--- config.mk ---
export PLATFORM = sky130hd
export DESIGN_NAME = count_sequencer
export DESIGN_NICKNAME = d
export VERILOG_FILES = /design/src/rtl/count_sequencer_pkg.sv /design/src/rtl/edge_sync.sv /design/src/rtl/count_sequencer.sv
export SDC_FILE = /design/constraint.sdc
export NUM_CORES = 1
export LEC_CHECK = 0
export ABC_AREA = 1
export CELL_PAD_IN_SITES_DETAIL_PLACEMENT = 2
export CELL_PAD_IN_SITES_GLOBAL_PLACEMENT = 2
export CORE_ASPECT_RATIO = 1.1
export CORE_MARGIN = 3
export CORE_UTILIZATION = 32
export CTS_BUF_LIST = sky130_fd_sc_hd__clkbuf_4
export DETAILED_ROUTE_END_ITERATION = 16
export PLACE_DENSITY = 0.83
export SLEW_MARGIN = 20
export SYNTH_ARGS = -nofsm -noshare
export SYNTH_HDL_FRONTEND = slang
export SYNTH_HIERARCHICAL = 1
export SYNTH_SLANG_ARGS = --single-unit
--- constraint.sdc ---
create_clock -name Clock -period 1.8 [get_ports Clock]
set_input_delay 0.27 -clock Clock [delete_from_list [all_inputs] [get_ports Clock]]
set_output_delay 0.27 -clock Clock [all_outputs]
set_load 0.05 [all_outputs]
--- src/rtl/count_sequencer_pkg.sv ---
// Shared encodings and sizes for the count sequencer.
// Imported by the sequencer top and its bench.
package count_sequencer_pkg;

  localparam int PRESC_W      = 26;
  localparam int PRESCALE_DEF = 50000000;

  localparam logic [1:0] ST_IDLE  = 2'b00;
  localparam logic [1:0] ST_RUN   = 2'b01;
  localparam logic [1:0] ST_PAUSE = 2'b10;
  localparam logic [1:0] ST_DONE  = 2'b11;

  typedef struct packed {
    logic clr;
    logic pause;
    logic start;
  } seq_evt_t;

endpackage

--- src/rtl/edge_sync.sv ---
// Two-flop synchronizer with a one-cycle rising-edge pulse.
// A level already high when reset releases never pulses.
module edge_sync (
  input  logic i_clk,
  input  logic i_rst,
  input  logic i_d,
  output logic o_rise
);

  logic r_s1;
  logic r_s2;
  logic r_s3;
  logic r_v1;
  logic r_v2;
  logic r_arm;

  always_ff @(posedge i_clk) begin
    if (i_rst) begin
      r_s1  <= 1'b0;
      r_s2  <= 1'b0;
      r_s3  <= 1'b0;
      r_v1  <= 1'b0;
      r_v2  <= 1'b0;
      r_arm <= 1'b0;
    end else begin
      r_s1  <= i_d;
      r_s2  <= r_s1;
      r_s3  <= r_s2;
      r_v1  <= 1'b1;
      r_v2  <= r_v1;
      // arm only once a genuine post-reset sample has been seen low
      r_arm <= r_arm | (r_v2 & ~r_s2);
    end
  end

  assign o_rise = r_s2 & ~r_s3 & r_arm;

endmodule

--- src/rtl/count_sequencer.sv ---
// Run/pause/clear sequencer driving an external 8-bit T-FF counter.
// Steps the counter once every PRESCALE cycles until count hits terminal.
module count_sequencer
  import count_sequencer_pkg::*;
#(
  parameter int PRESCALE = PRESCALE_DEF
) (
  input  logic       Clock,
  input  logic       Reset,
  input  logic       start,
  input  logic       pause,
  input  logic       clear,
  input  logic [7:0] terminal,
  input  logic [7:0] count,
  output logic       cnt_en,
  output logic       cnt_clr_b,
  output logic [1:0] state,
  output logic       done
);

  localparam logic [PRESC_W-1:0] P_LAST =
    PRESC_W'(PRESCALE - 1);

  seq_evt_t w_ev;

  logic [1:0]         r_state;
  logic [PRESC_W-1:0] r_presc;
  logic               r_cnt_en;
  logic               r_clr_b;
  logic               r_done;

  logic [1:0]         w_nstate;
  logic [PRESC_W-1:0] w_npresc;
  logic               w_nen;
  logic               w_nclr_b;

  edge_sync u_sync_start (
    .i_clk  (Clock),
    .i_rst  (Reset),
    .i_d    (start),
    .o_rise (w_ev.start)
  );

  edge_sync u_sync_pause (
    .i_clk  (Clock),
    .i_rst  (Reset),
    .i_d    (pause),
    .o_rise (w_ev.pause)
  );

  edge_sync u_sync_clear (
    .i_clk  (Clock),
    .i_rst  (Reset),
    .i_d    (clear),
    .o_rise (w_ev.clr)
  );

  always_comb begin
    w_nstate = r_state;
    w_npresc = r_presc;
    w_nen    = 1'b0;
    w_nclr_b = 1'b1;
    if (w_ev.clr) begin
      w_nstate = ST_IDLE;
      w_npresc = '0;
      w_nclr_b = 1'b0;
    end else begin
      case (r_state)
        ST_IDLE: begin
          if (w_ev.start) begin
            w_nstate = ST_RUN;
            w_npresc = '0;
          end
        end
        ST_RUN: begin
          // count is stale while a step is in flight
          if (w_ev.pause) begin
            w_nstate = ST_PAUSE;
          end else if (!r_cnt_en && count == terminal) begin
            w_nstate = ST_DONE;
          end else if (r_presc == P_LAST) begin
            w_npresc = '0;
            w_nen    = 1'b1;
          end else begin
            w_npresc = r_presc + PRESC_W'(1);
          end
        end
        ST_PAUSE: begin
          if (w_ev.start) begin
            w_nstate = ST_RUN;
          end
        end
        default: begin
          w_nstate = r_state;
        end
      endcase
    end
  end

  always_ff @(posedge Clock) begin
    if (Reset) begin
      r_state  <= ST_IDLE;
      r_presc  <= '0;
      r_cnt_en <= 1'b0;
      r_clr_b  <= 1'b0;
      r_done   <= 1'b0;
    end else begin
      r_state  <= w_nstate;
      r_presc  <= w_npresc;
      r_cnt_en <= w_nen;
      r_clr_b  <= w_nclr_b;
      r_done   <= (w_nstate == ST_DONE);
    end
  end

  assign cnt_en    = r_cnt_en;
  assign cnt_clr_b = r_clr_b;
  assign state     = r_state;
  assign done      = r_done;

endmodule

==> out/metrics.csv <==
stage,metric,value,unit
logic_synthesis,Synth top area share,0.356,
detailed_routing,DRC violations left,0,
power_and_ir_drop,Static Leak,1.47,nW
global_route,remaining global-route overflow,0,
timing,post-layout min period,1.85,ns
status,status,"finished, violations left",
worst_setup_path,crit path DAT,2.13,ns
detailed_routing,Post-Route WL,11.6,mm
detailed_routing,Antenna Nets Post-Route,0,
cells_and_area,diodes inserted,0,
cells_and_area,largest register by flop count,r_presc,
global_route,antenna violations before repair,0,
timing,RSZ-0062 raised after global routing,yes,
detailed_routing,Pre-Repair DR Iteration Count,4,
placed_design,detailed placement HPWL,7.49,mm
clocking,H-tree levels,2,
cells_and_area,layout net count,512,
worst_setup_path,cells along the critical path,"ha_4, nand2_4, nor2_4, nand2_2, nor2_2, nand2_2, buf_4, buf_4, nand3_2, nand3_1, nand2_1, a21oi_1",
floorplanning,Initial Utilization,0.339,
floorplanning,Die H,103,µm
power_and_ir_drop,Internal,0.00137,W
timing,final setup vio count,1,
flow_run,Max Cap Viol,0,
logic_synthesis,synth top area cells,"dfxtp_1 (36%), nand2_1 (14%), nor2_1 (11%), inv_1 (8.9%), nand3_1 (4.5%)",
worst_setup_path,Worst R2R Path Depth,12,
logic_synthesis,Post-Syn Nets,458,
clocking,CTS tree,done,
cells_and_area,fin util,0.436,
floorplanning,die area,9760,µm²
timing,endpoints failing hold,0,
detailed_routing,Via Count,3013,
timing,fin worst setup slack,-0.0501,ns
detailed_routing,WL/cell,19.4,µm
cells_and_area,ratio of cells with drive above 1 in the final layout,0.222,
floorplanning,IO Pins,26,
worst_setup_path,max incr delay on CP,0.43,ns
power_and_ir_drop,sequential share of power,0.577,
clocking,Max clock buf depth,2,
power_and_ir_drop,NetSw,0.000570,W
clocking,Clock Tree Root,clkbuf_4,
worst_setup_path,"Slowest-stage cell, CP",dfxtp_2,
power_and_ir_drop,Sw Share,0.293,
power_and_ir_drop,Peak supply drop,0.356,mV
placed_design,Port Buffers,25,
power_and_ir_drop,Clock power frac,0.312,
hold_path,cell count of the worst hold path,3,
clocking,# hold bufs at CTS,0,
logic_synthesis,Yosys reg bits,49,
logic_synthesis,Post-synth top flop,dfxtp_1,
global_route,largest net degree at the start of global routing,19,
clocking,clk_lat worst skew,0.41,ns
clocking,CTS Buf Count,5,
timing,max_slew headroom,0.655,
global_route,first-pass GRT wire length,16.1,mm
timing,fmax,541,MHz
logic_synthesis,"area leader, netlist",dfxtp_1,
logic_synthesis,synth unique cells,26,
timing,max-slew violations,0,
placed_design,gpl congestion,0.847,
status,failing checks,setup timing,
logic_synthesis,"EDFF count, synth",0,
detailed_routing,first-iteration detailed-routing DRC count,135,
floorplanning,num rows,34,
logic_synthesis,asr flop ratio synth,0,
logic_synthesis,sequential area share after synthesis,0.356,
floorplanning,Die X-Extent,94.5,µm
cells_and_area,Area Overhead vs Synth,28.5,%
clocking,Clock Pin Slew Worst Setup and Hold Paths,0.20,ns
logic_synthesis,syn avg cell area,6.32,µm²
global_route,vias in the first global route,3229,
floorplanning,core outline area,8130,µm²
cells_and_area,Largest register FFs,26,
worst_setup_path,CP max FO,4,
worst_setup_path,startpoint types,register,
detailed_routing,Via density,5.03,
timing,crit share post-route,1.03,
worst_setup_path,CP endpoint kind,register,
logic_synthesis,most common cell in the netlist,nand2_1,
worst_setup_path,critical path type,register to register,
power_and_ir_drop,Power Total,0.00194,W
power_and_ir_drop,Logic pwr share,0.111,
timing,Slew @ Worst Pin,0.519,ns
hold_path,Hold Path Class,primary input to register,
power_and_ir_drop,P per Cell Area,548,nW/µm²
logic_synthesis,Ys Warns,6,
logic_synthesis,Post-synth top cells,"nand2_1 (106), nor2_1 (78), inv_1 (65)",
clocking,clock sink count,49,
global_route,GR Util All Layers,0.213,
worst_setup_path,CP required,2.08,ns
logic_synthesis,mapped cell area,2760,µm²
logic_synthesis,Post-Synthesis Cells,436,
timing,Layout Skew,0.0356,ns
power groups by stage:
stage | Sequential (W) | Clock, W | Combinational, W
2_1_floorplan | 0.00115 | 0 | 0.0000872
3_3_place_gp | 0.00114 | 0 | 0.000190
3_5_place_dp | 0.00114 | 0 | 0.000202
4_1_cts | 0.00112 | 0.000625 | 0.000202
5_1_grt | 0.00112 | 0.000670 | 0.000238
6_report | 0.00112 | 0.000605 | 0.000215
worst paths after layout:
path                             startpoint  slack, ns                      endpoint
setup / recovery    r_presc[1]$_SDFFE_PP0P_      -0.05      r_presc[14]$_SDFFE_PP0P_
hold / removal                        clear       0.40  u_sync_clear/r_s1$_SDFF_PP0_
setup reg to reg    r_presc[1]$_SDFFE_PP0P_      -0.05      r_presc[14]$_SDFFE_PP0P_
hold reg to reg   u_sync_clear/r_v1$_DFF_P_       0.42  u_sync_clear/r_v2$_SDFF_PP0_
area by class of cell:
type,count,area [µm²]
Inverter,74,280
Clock inverter,3,28.8
Sequential cell,49,996
Multi-Input combinational cell,302,1540
Tap cell,108,135
Timing Repair Buffer,58,527
Clock buffer,5,37.5
Fill cell,976,4590
critical path, delay by kind of cell, from the launching register on:
kind	cells	cell delay (ns)
adder cells (fa/ha/maj)	1	0.17
flip-flops	1	0.43
AO/OA/AOI/OAI	1	0.05
buffers and inverters	2	0.27
AND/OR/NAND/NOR	8	0.80
per-stage QoR:
stage	setup TNS (ns)	cell area (µm²)	hold WS, ns	setup slack (ns)	instances
floorplan	0	2760	0.327	0.0930	436
global placement	-1.30	3300	0.389	-0.0793	584
detailed placement	-4.39	3300	0.401	-0.228	584
CTS	-0.0434	3370	0.382	-0.0434	592
global route	-0.851	3540	0.382	-0.120	599
finish	-0.0501	3540	0.397	-0.0501	599
routing by layer:
metal	vias up	share of wire	GRT usage
met2	63	0.54	0.409
met3	18	0.033	0.0246
met4	0	0.021	0.0633
met5	-	0	0
li1	1443	-	-
met1	1489	0.40	0.246
cells in the final DEF, fill, tap and decap left out:
cell type	n
a211oi_1	2
a21oi_1	16
a21oi_2	3
buf_12	3
buf_4	32
clkbuf_4	5
clkdlybuf4s50_1	20
clkinv_4	1
dfxtp_1	41
dfxtp_2	6
dfxtp_4	2
dlygate4sd2_1	3
ha_4	1
inv_1	64
inv_2	9
inv_4	1
inv_6	1
inv_8	1
nand2_1	104
nand2_2	11
nand2_4	3
nand3_1	23
nand3_2	3
nand3_4	1
nand4_1	12
nor2_1	71
nor2_2	11
nor2_4	8
nor3_1	2
nor3_2	4
nor3b_1	2
o21ai_0	8
o21ai_1	6
o21ai_2	1
o22ai_2	1
or2_2	1
xor2_1	8
kinds of logic after synthesis:
kind of cell             share of synthesized area
buffers and inverters                        0.122
AND/OR/NAND/NOR                              0.418
AO/OA/AOI/OAI                               0.0736
flip-flops                                   0.356
adder cells (fa/ha/maj)                    0.00454
XOR/XNOR                                    0.0254
what timing repair did:
action	in CTS	in global routing
gates resized for setup	6	35
endpoints found under the setup margin	12	25
pin swaps	0	10
buffers inserted	0	7
Power figures use the tool's default switching activity.
